**config.mk**
```make
export PLATFORM = sky130hd
export DESIGN_NAME = periph_bus_flat
export DESIGN_NICKNAME = d
export VERILOG_FILES = /design/src/rtl/periph_bus_pkg.sv /design/src/rtl/periph_bus_if.sv /design/src/rtl/periph_bus_uart_tx.sv /design/src/rtl/periph_bus.sv /design/src/flat_wrapper.sv
export SDC_FILE = /design/constraint.sdc
export NUM_CORES = 1
export LEC_CHECK = 0
export CELL_PAD_IN_SITES_DETAIL_PLACEMENT = 1
export CELL_PAD_IN_SITES_GLOBAL_PLACEMENT = 1
export CORE_ASPECT_RATIO = 1.4
export CORE_UTILIZATION = 35
export CTS_BUF_LIST = sky130_fd_sc_hd__clkbuf_8
export CTS_CLUSTER_SIZE = 14
export DETAILED_ROUTE_END_ITERATION = 10
export GPL_TIMING_DRIVEN = 0
export MAX_ROUTING_LAYER = met4
export PLACE_DENSITY = 0.77
export SLEW_MARGIN = 20
export SYNTH_ARGS = -nofsm -noshare
export SYNTH_HDL_FRONTEND = slang
export SYNTH_HIERARCHICAL = 1
export SYNTH_SLANG_ARGS = --single-unit
```
**constraint.sdc**
```tcl
create_clock -name clk -period 3 [get_ports clk]
set_clock_uncertainty 0.2 [all_clocks]
set_input_delay 0.6 -clock clk [delete_from_list [all_inputs] [get_ports clk]]
set_output_delay 0.6 -clock clk [all_outputs]
set_load 0.01 [all_outputs]
```
**src/rtl/periph_bus_pkg.sv**
```systemverilog
// Shared definitions for the peripheral bus slice: register offsets, TCON bit
// positions and the UART transmitter state encoding.
package periph_bus_pkg;

    localparam logic [7:0] OFS_TH     = 8'h00;
    localparam logic [7:0] OFS_TL     = 8'h04;
    localparam logic [7:0] OFS_TCON   = 8'h08;
    localparam logic [7:0] OFS_LED    = 8'h0C;
    localparam logic [7:0] OFS_SWITCH = 8'h10;
    localparam logic [7:0] OFS_DIGI   = 8'h14;
    localparam logic [7:0] OFS_TXD    = 8'h18;
    localparam logic [7:0] OFS_UCON   = 8'h20;

    localparam int unsigned TCON_EN = 0;
    localparam int unsigned TCON_IE = 1;
    localparam int unsigned TCON_IS = 2;

    typedef enum logic [1:0] {
        StIdle,
        StStart,
        StData,
        StStop
    } uart_state_e;

endpackage

```
**src/rtl/periph_bus_if.sv**
```systemverilog
// Data-memory bus between the CPU MEM stage (master) and the peripheral responder (slave).
interface periph_bus_if;

    logic        MemRd;
    logic        MemWr;
    logic [31:0] addr;
    logic [31:0] wdata;
    logic [31:0] rdata;

    modport master (
        output MemRd,
        output MemWr,
        output addr,
        output wdata,
        input  rdata
    );

    modport slave (
        input  MemRd,
        input  MemWr,
        input  addr,
        input  wdata,
        output rdata
    );

endinterface

```
**src/rtl/periph_bus_uart_tx.sv**
```systemverilog
// 8N1 UART transmitter: a start pulse launches one frame; done pulses on the
// last cycle of the stop bit, the same edge the FSM returns to idle.
module periph_bus_uart_tx
    import periph_bus_pkg::*;
#(
    parameter int unsigned CLKS_PER_BIT = 5208
) (
    input  logic       clk,
    input  logic       reset,
    input  logic       start,
    input  logic [7:0] data,
    output logic       txd,
    output logic       busy,
    output logic       done
);

    localparam int unsigned CntW = (CLKS_PER_BIT > 1) ? $clog2(CLKS_PER_BIT) : 1;
    localparam logic [CntW-1:0] CntMax = CntW'(CLKS_PER_BIT - 1);

    uart_state_e     state_q, state_d;
    logic [CntW-1:0] cnt_q, cnt_d;
    logic [2:0]      idx_q, idx_d;
    logic [7:0]      shift_q, shift_d;
    logic            txd_q, txd_d;
    logic            bit_end;

    assign bit_end = (cnt_q == CntMax);

    always_comb begin
        state_d = state_q;
        cnt_d   = cnt_q;
        idx_d   = idx_q;
        shift_d = shift_q;
        done    = 1'b0;
        if (state_q != StIdle) begin
            cnt_d = bit_end ? '0 : cnt_q + 1'b1;
        end
        case (state_q)
            StIdle: begin
                if (start) begin
                    shift_d = data;
                    cnt_d   = '0;
                    idx_d   = '0;
                    state_d = StStart;
                end
            end
            StStart: begin
                if (bit_end) state_d = StData;
            end
            StData: begin
                if (bit_end) begin
                    shift_d = {1'b0, shift_q[7:1]};
                    idx_d   = idx_q + 3'd1;
                    if (idx_q == 3'd7) state_d = StStop;
                end
            end
            StStop: begin
                if (bit_end) begin
                    state_d = StIdle;
                    done    = 1'b1;
                end
            end
            default: state_d = StIdle;
        endcase
        // Line level is registered from the next state so txd is glitch-free.
        case (state_d)
            StStart: txd_d = 1'b0;
            StData:  txd_d = shift_d[0];
            default: txd_d = 1'b1;
        endcase
    end

    always_ff @(posedge clk) begin
        if (reset) begin
            state_q <= StIdle;
            cnt_q   <= '0;
            idx_q   <= '0;
            shift_q <= '0;
            txd_q   <= 1'b1;
        end else begin
            state_q <= state_d;
            cnt_q   <= cnt_d;
            idx_q   <= idx_d;
            shift_q <= shift_d;
            txd_q   <= txd_d;
        end
    end

    assign txd  = txd_q;
    assign busy = (state_q != StIdle);

endmodule

```
**src/rtl/periph_bus.sv**
```systemverilog
// Memory-mapped peripheral responder: reload timer with IRQ, LED/7-seg outputs,
// switch input and a UART transmitter behind a 256-byte register window.
module periph_bus
    import periph_bus_pkg::*;
#(
    parameter int unsigned CLKS_PER_BIT = 5208,
    parameter logic [31:0] BASE_ADDR    = 32'h4000_0000
) (
    input  logic         clk,
    input  logic         reset,
    periph_bus_if.slave  bus,
    input  logic [7:0]   switch,
    output logic [7:0]   led,
    output logic [11:0]  digi,
    output logic         irqout,
    output logic         txd
);

    logic [31:0] th_q, th_d, tl_q, tl_d;
    logic [2:0]  tcon_q, tcon_d;
    logic [7:0]  led_q, led_d;
    logic [11:0] digi_q, digi_d;
    logic        tx_done_q, tx_done_d;
    logic        hit, wr, rd, tx_start, tx_busy, tx_pulse;
    logic [7:0]  ofs;
    logic        unused_addr;

    assign hit         = (bus.addr[31:8] == BASE_ADDR[31:8]);
    assign ofs         = {bus.addr[7:2], 2'b00};
    assign wr          = bus.MemWr & hit;
    assign rd          = bus.MemRd & hit;
    assign unused_addr = ^bus.addr[1:0];

    // A TXD write while a frame is in flight is dropped entirely.
    assign tx_start = wr && (ofs == OFS_TXD) && !tx_busy;

    always_comb begin
        bus.rdata = 32'h0;
        if (rd) begin
            case (ofs)
                OFS_TH:     bus.rdata = th_q;
                OFS_TL:     bus.rdata = tl_q;
                OFS_TCON:   bus.rdata = {29'h0, tcon_q};
                OFS_LED:    bus.rdata = {24'h0, led_q};
                OFS_SWITCH: bus.rdata = {24'h0, switch};
                OFS_DIGI:   bus.rdata = {20'h0, digi_q};
                OFS_UCON:   bus.rdata = {30'h0, tx_done_q, tx_busy};
                default:    bus.rdata = 32'h0;
            endcase
        end
    end

    always_comb begin
        th_d      = th_q;
        tl_d      = tl_q;
        tcon_d    = tcon_q;
        led_d     = led_q;
        digi_d    = digi_q;
        tx_done_d = tx_done_q;
        if (tcon_q[TCON_EN]) begin
            if (tl_q == 32'hFFFF_FFFF) begin
                tl_d = th_q;
                if (tcon_q[TCON_IE]) tcon_d[TCON_IS] = 1'b1;
            end else begin
                tl_d = tl_q + 32'd1;
            end
        end
        // CPU writes come last so they override the timer's own updates.
        if (wr) begin
            case (ofs)
                OFS_TH:   th_d   = bus.wdata;
                OFS_TL:   tl_d   = bus.wdata;
                OFS_TCON: tcon_d = bus.wdata[2:0];
                OFS_LED:  led_d  = bus.wdata[7:0];
                OFS_DIGI: digi_d = bus.wdata[11:0];
                default:  ;
            endcase
        end
        if (rd && (ofs == OFS_UCON)) tx_done_d = 1'b0;
        if (tx_start)                tx_done_d = 1'b0;
        if (tx_pulse)                tx_done_d = 1'b1;
    end

    always_ff @(posedge clk) begin
        if (reset) begin
            th_q      <= '0;
            tl_q      <= '0;
            tcon_q    <= '0;
            led_q     <= '0;
            digi_q    <= '0;
            tx_done_q <= 1'b0;
        end else begin
            th_q      <= th_d;
            tl_q      <= tl_d;
            tcon_q    <= tcon_d;
            led_q     <= led_d;
            digi_q    <= digi_d;
            tx_done_q <= tx_done_d;
        end
    end

    periph_bus_uart_tx #(
        .CLKS_PER_BIT(CLKS_PER_BIT)
    ) u_uart_tx (
        .clk  (clk),
        .reset(reset),
        .start(tx_start),
        .data (bus.wdata[7:0]),
        .txd  (txd),
        .busy (tx_busy),
        .done (tx_pulse)
    );

    assign led    = led_q;
    assign digi   = digi_q;
    assign irqout = tcon_q[TCON_IE] & tcon_q[TCON_IS];

endmodule
```
**src/flat_wrapper.sv**
```systemverilog
// flat-port wrapper written by rule: the top's interface ports become plain ports
module periph_bus_flat import periph_bus_pkg::*;
#(
    parameter int unsigned CLKS_PER_BIT = 5208,
    parameter logic [31:0] BASE_ADDR    = 32'h4000_0000
)
  (clk, reset, switch, led, digi, irqout, txd, bus_MemRd, bus_MemWr, bus_addr, bus_wdata, bus_rdata);
  periph_bus_if bus_i ();
  input  logic clk;
  input  logic reset;
  input  logic [7:0] switch;
  output logic [7:0] led;
  output logic [11:0] digi;
  output logic irqout;
  output logic txd;
  input wire logic [$bits(bus_i.MemRd)-1:0] bus_MemRd;
  input wire logic [$bits(bus_i.MemWr)-1:0] bus_MemWr;
  input wire logic [$bits(bus_i.addr)-1:0] bus_addr;
  input wire logic [$bits(bus_i.wdata)-1:0] bus_wdata;
  output wire logic [$bits(bus_i.rdata)-1:0] bus_rdata;
  assign bus_i.MemRd = bus_MemRd;
  assign bus_i.MemWr = bus_MemWr;
  assign bus_i.addr = bus_addr;
  assign bus_i.wdata = bus_wdata;
  assign bus_rdata = bus_i.rdata;
  periph_bus #(.CLKS_PER_BIT(CLKS_PER_BIT), .BASE_ADDR(BASE_ADDR)) u_core (.clk(clk), .reset(reset), .bus(bus_i), .switch(switch), .led(led), .digi(digi), .irqout(irqout), .txd(txd));
endmodule
```
# Word level (Yosys, flattened, before mapping)
# Index checks and enable logic that the tools add are counted.
[word_totals]
register_bits = 115
input_bits = 76
out_inout_bits = 54
[op_classes]
addsub = 3
muxes = 33
reduce_logical = 14
bitwise = 3
n_eq_ne = 18
[op_table]
columns = ["op", "n"]
rows = [
  ["32-bit case mux with 7 select lines", 1],
  ["32-bit two-way mux", 5],
  ["13-bit two-way mux", 4],
  ["32-bit by 1-bit adder with 32-bit output, second input constant", 1],
  ["32-bit == test, second input constant", 1],
  ["24-bit by 23-bit == test with 1-bit output, second input constant", 1],
  ["6-bit by 3-bit == test with 1-bit output, second input constant", 3],
  ["8-bit two-way mux", 2],
  ["8-bit case mux with 2 select lines", 1],
  ["13-bit by 1-bit adder with 13-bit output, second input constant", 1],
  ["13-bit == test, second input constant", 1],
  ["6-bit by 2-bit == test with 1-bit output, second input constant", 2],
  ["3-bit two-way mux", 4],
  ["2-bit two-way mux", 5],
  ["8-bit logical NOT", 1],
  ["1-bit two-way mux", 8],
  ["2-bit case mux with 4 select lines", 1],
  ["2-bit AND reduction", 4],
  ["2-bit == test, second input constant", 3],
  ["6-bit by 1-bit == test with 1-bit output, second input constant", 1],
  ["6-bit by 4-bit == test with 1-bit output, second input constant", 1],
  ["3-bit case mux with 2 select lines", 1],
  ["2-bit by 1-bit == test with 1-bit output, second input constant", 2],
  ["2-bit nonzero test", 2],
  ["other kinds (11)", 15],
]

# Longest topological paths before layout
# Gate-level depths: netlist of run 1.
[depth]
depth_word = 8
mapped_depth = 10
ltp_nobuf = 9

# By module
# The synthesis of run 1 kept the hierarchy.
[by_module_without_submodules]
columns = ["mod", "cells_per_inst", "area_per_inst_um2", "n_inst"]
rows = [
  ["periph_bus", 680, 5220.0, 1],
  ["periph_bus_uart_tx", 164, 1377.6, 1],
]

# Worst setup path after synthesis of run 1
# No wires, ideal clock.
[synth_timing]
path_kind = "input-to-reg"
from = "input port bus_addr[27]"
to = "register u_core.u_uart_tx.txd_q (netlist: u_core/u_uart_tx/txd)"
cell_stages = 10
setup_slack_ns = -0.137
arrival_ns = 2.866
required_ns = 2.730
cell_sequence = "nor4b_1 > and4_1 > clkbuf_1 > nand3_1 > nor4_1 > nor3b_1 > clkbuf_1 > a2bb2oi_2 > o211a_1 > o21bai_1"
[synth_via]
elab_chain_len = 8
word_cells_on_any_way = 11
[synth_lines]
columns = ["element", "line", "text"]
rows = [
  ["from (decl)", "flat_wrapper.sv:18", "input wire logic [$bits(bus_i.addr)-1:0] bus_addr;"],
  ["24-bit by 23-bit == test with 1-bit output (*)", "periph_bus.sv:28", "assign hit = (bus.addr[31:8] == BASE_ADDR[31:8]);"],
  ["1-bit AND (*)", "periph_bus.sv:30", "assign wr = bus.MemWr & hit;"],
  ["1-bit logical AND (*) (2 in series)", "periph_bus.sv:35", "assign tx_start = wr && (ofs == OFS_TXD) && !tx_busy;"],
  ["via u_core.tx_start", "periph_bus.sv:24", "logic hit, wr, rd, tx_start, tx_busy, tx_pulse;"],
  ["2-bit two-way mux", "periph_bus_uart_tx.sv:40", "if (start) begin"],
  ["2-bit case mux with 4 select lines", "periph_bus_uart_tx.sv:38", "case (state_q)"],
  ["2-bit == test or 2-bit by 1-bit == test with 1-bit output (tied branches)", "periph_bus_uart_tx.sv:66", "case (state_d)"],
  ["1-bit case mux with 2 select lines (*)", "periph_bus_uart_tx.sv:66", ""],
  ["to (signal assigned)", "periph_bus_uart_tx.sv:85", "txd_q <= txd_d;"],
  ["to (decl)", "periph_bus_uart_tx.sv:24", "logic txd_q, txd_d;"],
]
# The timed path passes the listed nets; every way through them passes the cells marked *. The select of a mux whose other input is x is not followed.
# A chain may end at the register's enable or synchronous reset.

# Worst setup path after layout of run 1
[layout_timing]
from = "input port bus_addr[4]"
to = "output port bus_rdata[4]"
[layout_via]
elab_chain_len = 3
word_cells_on_any_way = 9
[layout_lines]
columns = ["element", "line", "text"]
rows = [
  ["6-bit by 4-bit == test with 1-bit output (tied with other cells)", "periph_bus.sv:40", "case (ofs)"],
  ["32-bit case mux with 7 select lines (*)", "periph_bus.sv:40", ""],
  ["32-bit two-way mux (*)", "periph_bus.sv:39", "if (rd) begin"],
  ["to (decl)", "flat_wrapper.sv:20", "output wire logic [$bits(bus_i.rdata)-1:0] bus_rdata;"],
]
# Mark *: on every way between the ends. The rest lies on a longest branch, timed or not.

==> impl_metrics.json, run 1 <==
{
  "outcome": "finished with violations",
  "violations": "negative setup slack",
  "rsz0062_at_grt": "true",
  "max_freq_mhz": 324,
  "hold_viol": 0,
  "ant_nets": 0,
  "cts_tree": "yes",
  "hold_depth": 2,
  "via_per_inst": 6.05,
  "period_needed_ns": 3.09,
  "worst_slack_ns": -0.0881,
  "peakVddDrop_uv": 210,
  "design_area_sq_mm": 0.00929,
  "cts.path.max_buffers": 2,
  "fillers": 2235,
  "avgSynthCellArea_sq_um": 7.82,
  "tightest_slew_ns": 0.848,
  "grt_use_total": 0.295,
  "critical_path_buf_inv_count": 5,
  "synth_cell_types": 79,
  "nets": 1098,
  "netlist_top_cells_area": "dfxtp_1 35%, nand2_1 6.3%, a21oi_1 5.3%",
  "overflow": 0,
  "fin_cells": 1275,
  "synth_top_area_frac": 0.349,
  "vias": 7719,
  "hpwl_mm": 19.7,
  "area_delta_synth_final_pct": 40.9,
  "port_buffers": 126,
  "r2r_end": "u_core/tl_q[1]",
  "syn-num-nets": 924,
  "core_sq_mm": 0.0185,
  "cts_sinks": 115,
  "root_buffer": "clkbuf_8",
  "hold_path_end": "u_core/u_uart_tx/shift_q[5]",
  "die_x_microns": 118,
  "slew_headroom": 0.430,
  "total_power_w": 0.00325,
  "grt_pass1_vias": 7877,
  "antenna_found_initial": 0,
  "synth_edf_count": 0,
  "crit_path_end_kind": "output pin",
  "htreeDepth": 4,
  "critPathLaunchType": "primary input",
  "die_y_microns": 164,
  "r2r-start": "u_core/tl_q[1]",
  "critical_path.max_stage_delay_ns": 0.57,
  "cpMostUsedCell": "buf_12",
  "drc_errors": 0,
  "globalplace.congestion": 0.880,
  "grt_pass1_wl_mm": 42.6,
  "hp-class": "flop to flop",
  "ys_ff_latch": 115,
  "yosysWarnings": 6,
  "first_pass_iters": 6,
  "ys.flop_type": "dfxtp_1",
  "fp-row-count": 59,
  "ys_async_sr_fraction": 0,
  "grt_max_degree": 17,
  "rrSetupSlack_ns": 0.04,
  "cp_cell_sequence": "buf_12 -> or4_4 -> nor3b_4 -> buf_12 -> buf_8 -> buf_6 -> a222oi_1 -> a21oi_2 -> buf_2",
  "path_clk_slew_ns": 0.08,
  "cts_hold_buf": 0,
  "setup_violations": 21,
  "final_layout_size_suffix_gt1_frac": 0.211,
  "dp_cells": 1214,
  "cp_slowest_cell": "or4_4",
  "crit_fanout": 6,
  "die_area_sq_mm": 0.0194,
  "syn_inst": 844,
  "slew_viol_final": 0,
  "synth_commonest_cells": "115 x dfxtp_1, 111 x nand2_1, 90 x nor2_1, 70 x a21oi_1, 49 x clkbuf_1",
  "synth_area_sq_mm": 0.00660,
  "wire_per_inst_microns": 22.3,
  "cp.required_ns": 2.20,
  "drt_wl_total_mm": 28.4,
  "p_leak_nw": 3.17,
  "numCtsBuffers": 17,
  "yosys.cell_count.top_type": "dfxtp_1",
  "path_class": "primary input to output pin",
  "placed_area_sq_mm": 0.00818,
  "initial_core_util": 0.356,
  "critPathTopFamily": "simple AND/OR/NAND/NOR gates",
  "cap_violations": 0,
  "place_ws_ns": -1.67,
  "seq_area_frac_synth": 0.349,
  "num_io_pins": 130,
  "min-delay-start": "u_core/u_uart_tx/shift_q[5]",
  "reg2reg_depth": 8,
  "clk_latency_ns": 0.46,
  "power_density_mw_per_mm2": 350,
  "diodes": 0,
  "crit_arrival_ns": 2.29,
  "fin_crit_sh": 1.03,
  "synth_top_area_cell": "dfxtp_1",
  "drtIter0Drc": 599
}
-- cells by family (layout without fill, tap and decap cells) --
| logic type | count (synthesis) | in the layout | share of synthesized area |
|---|---|---|---|
| AOI/OAI and AO/OA | 225 | 225 | 0.232 |
| muxes | 32 | 32 | 0.0514 |
| xor gates and xnor gates | 23 | 23 | 0.0305 |
| DFF | 115 | 115 | 0.349 |
| and+or+nand+nor | 362 | 362 | 0.275 |
| adders and majority gates | 4 | 4 | 0.00759 |
| buffers and inverters | 83 | 270 | 0.0540 |
-- layout by cell type (no fill, tap or decap), types with 10 or more instances in the layout --
cell type / count
o21ai_0: 16
nor2_1: 75
nand4_1: 18
a222oi_1: 11
xor2_1: 14
nor3_1: 32
nor2_2: 10
inv_1: 16
clkbuf_8: 22
buf_2: 37
buf_6: 22
mux2i_1: 29
a21oi_1: 62
clkdlybuf4s50_1: 64
clkbuf_1: 32
a211oi_1: 13
a31oi_1: 14
a22oi_1: 27
nand2_1: 110
buf_4: 23
nor4_1: 12
o211ai_1: 13
dfxtp_1: 113
a311oi_1: 13
nand3_1: 21
-- final cells by class --
class	instances	area, sq um	area share
clock buffers	18	248	0.0267
plain buffers	64	435	0.0468
clock inverters	14	155	0.0167
multi-input cells	646	4330	0.466
repair buffers	158	1460	0.157
flip-flops and latches	115	2300	0.248
inverters	16	60.1	0.00646
well taps	244	305	0.0328
-- how the worst max path moves through the flow --
stage	start	end	slack [ns]	cells past startpoint
2_1_floorplan	bus_addr[5]	bus_rdata[1]	0.003	5
3_3_place_gp	bus_addr[5]	bus_rdata[1]	-1.63	7
3_5_place_dp	bus_addr[27]	bus_rdata[5]	-1.67	9
4_1_cts	bus_addr[5]	bus_rdata[4]	-0.11	8
5_1_grt	bus_addr[4]	bus_rdata[10]	-0.14	9
6_report	bus_addr[4]	bus_rdata[4]	-0.09	9
-- timing repair --
item | in CTS | in global routing
gates resized for setup | 283 | 78
buffers inserted | 21 | 6
gates cloned | 2 | 3
setup endpoints to repair | 133 | 52
pin swaps | 24 | 26
-- layer usage --
metal | share of wire | global-route usage | vias to the layer above
met5 | 0 | - | -
met4 | 0.037 | 0.168 | 0
met2 | 0.53 | 0.526 | 281
met1 | 0.38 | 0.309 | 3859
met3 | 0.054 | 0.0515 | 79
li1 | - | - | 3500
-- worst reg2reg max path: stages, from the launching register on --
cell      delay, ns
dfxtp_2        0.42
ha_2           0.28
nand4_4        0.17
or4_4          0.56
buf_6          0.16
or3_1          0.33
buf_2          0.21
mux2i_1        0.16
a221oi_1       0.35
-- power by group --
group          internal, W      switching, W
clock             0.000765          0.000738
sequential         0.00152  0.00000000000190
combinational     0.000106          0.000115
-- metrics by stage --
step | util | setup TNS (ns) | hold slack, ns
CTS | 0.484 | -1.05 | 0.241
finish | 0.502 | -0.902 | 0.259
detailed placement | 0.441 | -134.31 | 0.250
global placement | 0.441 | -126.33 | 0.243
floorplan | - | 0 | 0.236
global route | 0.502 | -2.93 | 0.269
-- state kept, by name, summed over array words and instances (netlist names) --
name and flops:
u_core/tl_q 32, u_core/th_q 32, u_core/led 8, u_core/tx_done_q 1, u_core/u_uart_tx/shift_q 8, u_core/tcon_q 3, u_core/u_uart_tx/cnt_q 13, u_core/digi 12
u_core/u_uart_tx/txd 1, u_core/u_uart_tx/state_q 2, u_core/u_uart_tx/idx_q 3
Power figures use the tool's default switching activity.
==> inputs of run 2 (changes only) <==
--- a/config.mk
+++ b/config.mk
@@ -15,6 +15,7 @@
 export GPL_TIMING_DRIVEN = 0
 export MAX_ROUTING_LAYER = met4
 export PLACE_DENSITY = 0.77
+export SKIP_LAST_GASP = 1
 export SLEW_MARGIN = 20
 export SYNTH_ARGS = -nofsm -noshare
 export SYNTH_HDL_FRONTEND = slang
==> constraint.sdc (replaced) <==
create_clock -name clk -period 3 [get_ports clk]
set_clock_uncertainty 0.2 [all_clocks]
set_input_delay 0.75 -clock clk [delete_from_list [all_inputs] [get_ports clk]]
set_output_delay 0.75 -clock clk [all_outputs]
set_load 0.01 [all_outputs]
==> run 2 against run 1 <==
The flow still finishes with violations (negative setup slack). Sequential cell count did not move. Combinational power about the same. Maximum frequency fell by 8.0%. Sequential share of layout area decreased by 0.13 points. Register-to-register slack gained 0.03 ns. Cell count is 0.39% lower. Clock-buffer cell count grew 1. Utilization up 0.26 points. Cell area rose by 0.53%. Power is 1.3% lower. Sequential power is essentially flat. Hold slack hardly changed. Largest cell class unchanged.
==> impl_metrics.json, run 2 (synthesized netlist as in run 1, its figures left out) <==
{
  "drc_errors": 0,
  "outcome": "finished with violations",
  "clk_latency_ns": 0.47,
  "critical_path.max_stage_delay_ns": 0.57,
  "cts_sinks": 115,
  "reg_top3": "u_core/th_q: 32 flops, u_core/tl_q: 32 flops, u_core/u_uart_tx/cnt_q: 13 flops",
  "crit_arrival_ns": 2.41,
  "fp-row-count": 59,
  "drtIter0Drc": 495,
  "port_buffers": 126,
  "die_area_sq_mm": 0.0194,
  "fin_hold_ws_ns": 0.259,
  "fin_crit_sh": 1.12,
  "cap_violations": 0,
  "final_layout_size_suffix_gt1_frac": 0.219,
  "max_freq_mhz": 298,
  "slew_headroom": 0.474,
  "violations": "negative setup slack",
  "final_common_cell": "dfxtp_1",
  "total_power_w": 0.00321,
  "overflow": 0,
  "regArea_sq_mm": 0.00230,
  "grt_pass1_wl_mm": 44.6,
  "htreeDepth": 4,
  "place_ws_ns": -1.67,
  "num_io_pins": 130,
  "crit_path_end_kind": "output pin",
  "critical_path_buf_inv_count": 4,
  "initial_core_util": 0.356,
  "nets": 1093,
  "drt_wl_total_mm": 28.5,
  "fin_util": 0.504,
  "design_area_sq_mm": 0.00934,
  "cts_hold_buf": 0,
  "path_clk_slew_ns": 0.08,
  "power_density_mw_per_mm2": 343,
  "critPathTopFamily": "simple AND/OR/NAND/NOR gates",
  "first_pass_iters": 6,
  "rsz0062_at_grt": "true",
  "root_buffer": "clkbuf_8",
  "via_per_inst": 6.06,
  "path_class": "primary input to output pin",
  "antenna_found_initial": 0,
  "grt_max_degree": 17,
  "grt_use_total": 0.307,
  "die_y_microns": 164,
  "placed_area_sq_mm": 0.00850,
  "p_leak_nw": 3.19,
  "core_sq_mm": 0.0185,
  "hp-class": "flop to flop",
  "multi_input_area_sq_mm": 0.00435,
  "wire_per_inst_microns": 22.4,
  "cp_slowest_cell": "or4_4",
  "numCtsBuffers": 17,
  "diodes": 0,
  "slew_viol_final": 0,
  "cp.required_ns": 2.05,
  "critPathLaunchType": "primary input",
  "period_needed_ns": 3.36,
  "grt_pass1_vias": 8050,
  "crit_fanout": 5,
  "cp_cell_sequence": "buf_8 -> or4_4 -> nor3b_4 -> buf_12 -> clkbuf_16 -> a222oi_1 -> a21oi_4 -> buf_2",
  "worst_slack_ns": -0.358,
  "ant_nets": 0,
  "cts_tree": "yes",
  "globalplace.congestion": 0.899,
  "layout_common_cells": "113 x dfxtp_1, 110 x nand2_1, 64 x clkdlybuf4s50_1, 64 x nor2_1, 62 x a21oi_1",
  "hpwl_mm": 19.8,
  "hold_viol": 0,
  "die_x_microns": 118,
  "tightest_slew_ns": 0.789,
  "peakVddDrop_uv": 266,
  "fillers": 2227,
  "area_delta_synth_final_pct": 41.6,
  "setup_violations": 32,
  "cts.path.max_buffers": 2,
  "vias": 7700
}
run 2: stage by stage:
step           TNS, ns  cells
2_1_floorplan    -1.29    844
3_5_place_dp   -132.69   1214
5_1_grt         -12.10   1270
3_3_place_gp   -129.80   1214
4_1_cts         -10.87   1271
6_report         -9.52   1270
run 2: where the power goes:
part | switching (W) | total (W) | internal, W
logic | 0.000116 | 0.000222 | 0.000106
clock network | 0.000753 | 0.00146 | 0.000709
registers | 0.00000000000191 | 0.00152 | 0.00152
total | 0.000868 | 0.00321 | 0.00234
run 2: per-layer routing:
metal	track usage	share of wire
met5	-	0
met4	0.170	0.046
met3	0.0463	0.045
met2	0.551	0.52
met1	0.325	0.38
run 2: final cells by class:
type / instances / share of cell area
well taps: 244 / 0.0327
flip-flops and latches: 115 / 0.247
repair buffers: 153 / 0.156
plain buffers: 64 / 0.0512
clock inverters: 13 / 0.0137
clock buffers: 19 / 0.0280
multi-input cells: 646 / 0.466
inverters: 16 / 0.00643
run 2: worst paths after layout:
path	start	end	slack, ns	cells past startpoint
worst max-delay path	bus_addr[6]	bus_rdata[5]	-0.36	8
worst min-delay path	u_core/u_uart_tx/shift_q[5]	u_core/u_uart_tx/shift_q[5]	0.26	2
worst max register to register	u_core/tl_q[0]	u_core/tl_q[24]	0.07	7
worst min register to register	u_core/u_uart_tx/shift_q[5]	u_core/u_uart_tx/shift_q[5]	0.26	2
run 2: timing repair:
| action | CTS | global route |
|---|---|---|
| setup endpoints to repair | 134 | 61 |
| gates cloned | 6 | 0 |
| pin swaps | 32 | 11 |
| buffers inserted | 20 | 2 |
| resized for setup | 280 | 24 |
run 2: worst reg2reg max path: cells and delay by family (launching register included):
family | cells | cell delay (ns)
fa+ha+maj | 1 | 0.28
flops | 1 | 0.43
buf+inv | 1 | 0.16
compound gates | 2 | 0.57
simple gates | 3 | 1.15
